`src/rtl/cache_set_ctrl.sv`:
```
// Request sequencer for a single K-way cache set: lookup, miss fetch, write-through fill and
// one response per request over valid/ready handshakes.
module cache_set_ctrl #(
  parameter int unsigned ADDR_WIDTH = 8,
  parameter int unsigned LINE_WIDTH = 32,
  parameter int unsigned K          = 2
) (
  input  logic                  clock,
  input  logic                  reset,
  input  logic                  req_valid,
  output logic                  req_ready,
  input  logic                  req_write,
  input  logic [ADDR_WIDTH-1:0] req_addr,
  input  logic [LINE_WIDTH-1:0] req_data,
  output logic                  rsp_valid,
  input  logic                  rsp_ready,
  output logic [LINE_WIDTH-1:0] rsp_data,
  output logic                  rsp_hit,
  output logic                  rsp_err,
  output logic                  set_enable,
  output logic                  set_read,
  output logic                  set_write,
  output logic [ADDR_WIDTH-1:0] set_addr,
  output logic [LINE_WIDTH-1:0] set_wdata,
  input  logic                  set_hit,
  input  logic [LINE_WIDTH-1:0] set_rdata,
  output logic                  mem_req_valid,
  input  logic                  mem_req_ready,
  output logic                  mem_write,
  output logic [ADDR_WIDTH-1:0] mem_addr,
  output logic [LINE_WIDTH-1:0] mem_wdata,
  input  logic                  mem_rsp_valid,
  input  logic [LINE_WIDTH-1:0] mem_rsp_data
);

  localparam int unsigned FillMax = 2 * K + 2;
  localparam int unsigned CntW    = $clog2(2 * K + 3);

  typedef enum logic [2:0] {
    StIdle,
    StLookup,
    StCheck,
    StMemReq,
    StMemWait,
    StFill,
    StResp
  } state_e;

  state_e                  state_q, state_d;
  logic                    wr_q;
  logic [ADDR_WIDTH-1:0]   addr_q;
  logic [LINE_WIDTH-1:0]   wdata_q;
  logic [LINE_WIDTH-1:0]   fill_q;
  logic [LINE_WIDTH-1:0]   rsp_data_q;
  logic                    rsp_hit_q;
  logic                    rsp_err_q;
  logic [CntW-1:0]         cnt_q;
  logic                    fill_done;
  logic                    fill_timeout;

  // set_hit on the first fill cycle still reflects an earlier access, so it is ignored.
  assign fill_done    = (state_q == StFill) && (cnt_q != '0) && set_hit;
  // The counter reaches FillMax at the edge that leaves FILL.
  assign fill_timeout = (state_q == StFill) && !fill_done && (cnt_q == CntW'(FillMax - 1));

  always_comb begin
    state_d = state_q;
    unique case (state_q)
      StIdle:    if (req_valid) state_d = req_write ? StMemReq : StLookup;
      StLookup:  state_d = StCheck;
      StCheck:   state_d = set_hit ? StResp : StMemReq;
      StMemReq:  if (mem_req_ready) state_d = wr_q ? StFill : StMemWait;
      StMemWait: if (mem_rsp_valid) state_d = StFill;
      StFill:    if (fill_done || fill_timeout) state_d = StResp;
      StResp:    if (rsp_ready) state_d = StIdle;
      default:   state_d = StIdle;
    endcase
  end

  always_ff @(posedge clock) begin
    if (reset) begin
      state_q    <= StIdle;
      wr_q       <= 1'b0;
      addr_q     <= '0;
      wdata_q    <= '0;
      fill_q     <= '0;
      rsp_data_q <= '0;
      rsp_hit_q  <= 1'b0;
      rsp_err_q  <= 1'b0;
      cnt_q      <= '0;
    end else begin
      state_q <= state_d;
      if (state_q == StIdle && req_valid) begin
        wr_q    <= req_write;
        addr_q  <= req_addr;
        wdata_q <= req_data;
      end
      if (state_q == StCheck && set_hit) begin
        rsp_data_q <= set_rdata;
        rsp_hit_q  <= 1'b1;
        rsp_err_q  <= 1'b0;
      end
      if (state_q == StMemReq && mem_req_ready && wr_q) fill_q <= wdata_q;
      if (state_q == StMemWait && mem_rsp_valid) fill_q <= mem_rsp_data;
      if (state_q == StFill) begin
        cnt_q <= cnt_q + CntW'(1);
        if (fill_done || fill_timeout) begin
          rsp_data_q <= fill_q;
          rsp_hit_q  <= 1'b0;
          rsp_err_q  <= fill_timeout;
        end
      end else begin
        cnt_q <= '0;
      end
    end
  end

  always_comb begin
    req_ready     = 1'b0;
    rsp_valid     = 1'b0;
    rsp_data      = '0;
    rsp_hit       = 1'b0;
    rsp_err       = 1'b0;
    set_enable    = 1'b0;
    set_read      = 1'b0;
    set_write     = 1'b0;
    set_addr      = '0;
    set_wdata     = '0;
    mem_req_valid = 1'b0;
    mem_write     = 1'b0;
    mem_addr      = '0;
    mem_wdata     = '0;
    if (!reset) begin
      unique case (state_q)
        StIdle: req_ready = 1'b1;
        StLookup: begin
          set_enable = 1'b1;
          set_read   = 1'b1;
          set_addr   = addr_q;
        end
        StMemReq: begin
          mem_req_valid = 1'b1;
          mem_write     = wr_q;
          mem_addr      = addr_q;
          mem_wdata     = wdata_q;
        end
        StFill: begin
          set_addr  = addr_q;
          set_wdata = fill_q;
          // Strobes drop in the same cycle the set reports completion.
          set_enable = !fill_done;
          set_write  = !fill_done;
        end
        StResp: begin
          rsp_valid = 1'b1;
          rsp_data  = rsp_data_q;
          rsp_hit   = rsp_hit_q;
          rsp_err   = rsp_err_q;
        end
        default: ;
      endcase
    end
  end

endmodule

```
`config.mk`:
```
export PLATFORM = sky130hd
export DESIGN_NAME = cache_set_ctrl
export DESIGN_NICKNAME = d
export VERILOG_FILES = /design/src/rtl/cache_set_ctrl.sv
export SDC_FILE = /design/constraint.sdc
export NUM_CORES = 1
export LEC_CHECK = 0
export CAP_MARGIN = 20
export CORE_ASPECT_RATIO = 0.5
export CORE_MARGIN = 2
export CORE_UTILIZATION = 39
export CTS_CLUSTER_DIAMETER = 200
export CTS_CLUSTER_SIZE = 40
export DETAILED_ROUTE_END_ITERATION = 6
export GPL_TIMING_DRIVEN = 0
export PLACE_DENSITY_LB_ADDON = 0.05
export SLEW_MARGIN = 15
export SYNTH_ARGS = -nofsm -noshare
export SYNTH_HDL_FRONTEND = slang
export SYNTH_SLANG_ARGS = --single-unit
```
`constraint.sdc`:
```
create_clock -name clock -period 1.76 [get_ports clock]
set_input_delay 0.264 -clock clock [delete_from_list [all_inputs] [get_ports clock]]
set_output_delay 0.264 -clock clock [all_outputs]
set_load 0.02 [all_outputs]
```
==> results.ini, run 1 <==
[worst_setup_path]
crit_slowest_cell=dfxtp_4
startpoint_type=flip-flop
cpPeakStageDelay_ps=380
worstSetupEndpoint=rsp_data[17]
worstPathRequired_ps=1500
crit_chain=buf_6 > nand2_4 > nor3_4 > buf_12 > clkbuf_16 > and2_4 > buf_6
r2r_slack_ps=-80
crit_fanout=6
path_class=flip-flop to output port
critPathArrivalTime_ps=1780
startpoint=state_q[1]$_SDFFE_PP0P_
ff2ff_path_depth=11
worstReg2RegEnd=fill_q[17]$_SDFFE_PP0P_
worstSetupEndpointType=output port
cp_common_cell=buf_6
rr_startpoint=state_q[2]$_SDFFE_PP0P_

[routing]
viasPerCell=5.07
wl_per_cell_um=18.9
drc_errors=0
vias=6000
drt_iter0_drc=323
drt-pass1-iter-count=5
drt-total-wl_mm=22.4
final_antenna_net_count=0

[clock_tree]
holdBufCountCts=0
cts_buffer_depth=2
cts_tree=yes
cts_made_buffers=17
numClockSinks=113
clk_pin_slew_ps=60
htreeDepth=4
root_buffer=clkbuf_16
clock_latency_ps=410

[flow_run]
drv_cap=0

[min_path]
min_path_type=input port to flip-flop

[sta]
period_minus_slack_ps=2040
worst_slack_ps=-280
tightest_slew_ps=823
setup_violations=130
finalHoldViolations=0
fin_crit_sh_pct=116
slew_headroom_pct=45.1
fin_skew_ps=10.2
fmax_mhz=490
rsz0062_at_grt=true
whs_ps=401
slew_violations=0

[synthesis]
ys_ff_latch=113
netlist_top_cells_area=dfxtp_1, mux2i_1, and2_1
synth-edff-count=0
syn-cell-area_um2=5650
avgSynthCellArea_um2=8.52
synth_ff_type=dfxtp_1
synth_top_area_share_pct=40.0
netlist_instances=663
yosys.area.top_type=dfxtp_1
synth_cell_types=42
synthArstFlopShare_pct=0
yosysWarnings=0
syn-num-nets=778
synth-seq-area-share_pct=40.0

[final_layout]
final_common_cell=buf_6
post-route-util_pct=75.4
final_cell_mix=buf_6, nand2_1, clkdlybuf4s50_1
nFillCells=977
num-nets-final=1087
synthToLayoutAreaGrowth_pct=91.0
drive_gt1_share_pct=45.7
fin_area_um2=10800
antenna_cells=0

[placed_design]
hpwlAfterDp_mm=14.3
port_buffers=232
place_congestion=0.826
place_area_um2=8220

[floorplanning]
die-area_um2=15500
die_w_um=174
ios=233
die_h_um=89.1
start_util_pct=39.5
std_cell_rows=31
core_area_um2=14300

[pwr]
p_leak_uw=0.00424
power_density_nw_per_um2=1040
ir_worst_vdd_v=0.000817

[grt]
grt.overflow.total=0
gr-usage-met1_pct=35.7
busiest_layer=met2
grt_pass1_vias=5844
track_usage_pct=27.1
grt_start_max_net_pins=17
antenna_found_initial=0
grtUsageMet2_pct=46.3
use_met3_pct=5.53
grt_first_pass_wirelength_mm=32.0

[status]
status=finished with violations
violations=setup timing

==> kinds of logic (layout without fill, tap and decap cells) <==
group | after synthesis | after routing | share of synthesized area [%]
AO/OA/AOI/OAI | 116 | 116 | 15.1
multiplexers | 68 | 68 | 12.1
buffers and inverters | 61 | 383 | 5.45
AND/OR/NAND/NOR | 301 | 301 | 26.5
flip-flops | 113 | 113 | 40.0
XOR/XNOR | 1 | 1 | 0.155
adder cells (fa/ha/maj) | 3 | 3 | 0.664
==> state kept, by name, indices dropped and copies added (netlist names) <==
| signal | cells |
|---|---|
| fill_q | 32 |
| rsp_data_q | 32 |
| wdata_q | 32 |
| addr_q | 8 |
| cnt_q | 3 |
| state_q | 3 |
| rsp_err_q | 1 |
| rsp_hit_q | 1 |
| wr_q | 1 |
==> area by class of cell <==
type	instances	area (µm²)	area share [%]
multi-input combinational	489	3670	34.0
timing repair buffer	296	3350	31.0
sequential	113	2280	21.1
buffer	52	641	5.93
clock buffer	19	453	4.20
tap	198	248	2.30
clock inverter	13	150	1.39
inverter	3	11.3	0.104
==> Yosys cell counts, drive strengths merged (3+ instances only) <==
cell,n
nand2b,6
nand2,118
ha,3
inv,3
o21ai,32
nor3,5
and2,85
a211oi,32
buf,28
nor2,45
and3,34
a21oi,43
dfxtp,113
mux2i,66
clkbuf,30
==> routing by layer <==
| metal | up-vias | share of wire [%] |
|---|---|---|
| met1 | 2904 | 45 |
| met4 | 0 | 0.89 |
| met5 | - | 0 |
| met3 | 14 | 6.2 |
| met2 | 207 | 48 |
| li1 | 2875 | - |
==> what timing repair did <==
action                                  in CTS  in global routing
endpoints found under the setup margin     177                227
pin swaps                                   30                 48
resized for setup                          914                155
setup buffers                               34                 15
gates cloned                                13                  5
==> worst min-delay path by stage <==
stage                             start                        to  slack (ps)  cells after the start
2_1_floorplan               req_addr[0]    addr_q[0]$_SDFFE_PP0P_         400                      2
3_3_place_gp        cnt_q[0]$_SDFF_PP0_       cnt_q[0]$_SDFF_PP0_         450                      1
3_5_place_dp   wdata_q[25]$_SDFFE_PP0P_  wdata_q[25]$_SDFFE_PP0P_         460                      2
4_1_cts                     req_addr[1]    addr_q[1]$_SDFFE_PP0P_         390                      3
5_1_grt                     req_addr[6]    addr_q[6]$_SDFFE_PP0P_         410                      3
6_report                   req_data[14]  wdata_q[14]$_SDFFE_PP0P_         400                      3
==> worst max-delay path: cells and delay by family, from the launching register on <==
| kind | cells | cell delay, ps |
|---|---|---|
| buf+inv | 4 | 570 |
| flops | 1 | 380 |
| simple gates | 3 | 420 |
==> per-stage QoR <==
| step | TNS (ps) | worst slack [ps] | total power [µW] | cells |
|---|---|---|---|---|
| floorplan | 0 | 45.2 | 5170 | 663 |
| global placement | -154000 | -1280 | 6090 | 1093 |
| detailed placement | -162290 | -1320 | 6140 | 1093 |
| CTS | -25280 | -295 | 10600 | 1171 |
| global route | -28480 | -335 | 11700 | 1183 |
| finish | -21860 | -280 | 11200 | 1183 |
==> power breakdown <==
| group | internal [µW] | switching [µW] | leakage (µW) |
|---|---|---|---|
| Clock | 2180 | 1340 | 0.000279 |
| Combinational | 2210 | 2130 | 0.00304 |
| Sequential | 3010 | 381 | 0.000921 |
Power figures use the tool's default switching activity.
==> inputs of run 2 (changes only) <==
CTS_CLUSTER_SIZE = default   (was 40)
==> results of run 2 <==
The final DEF is identical to that of run 1; final timing and power are the same.
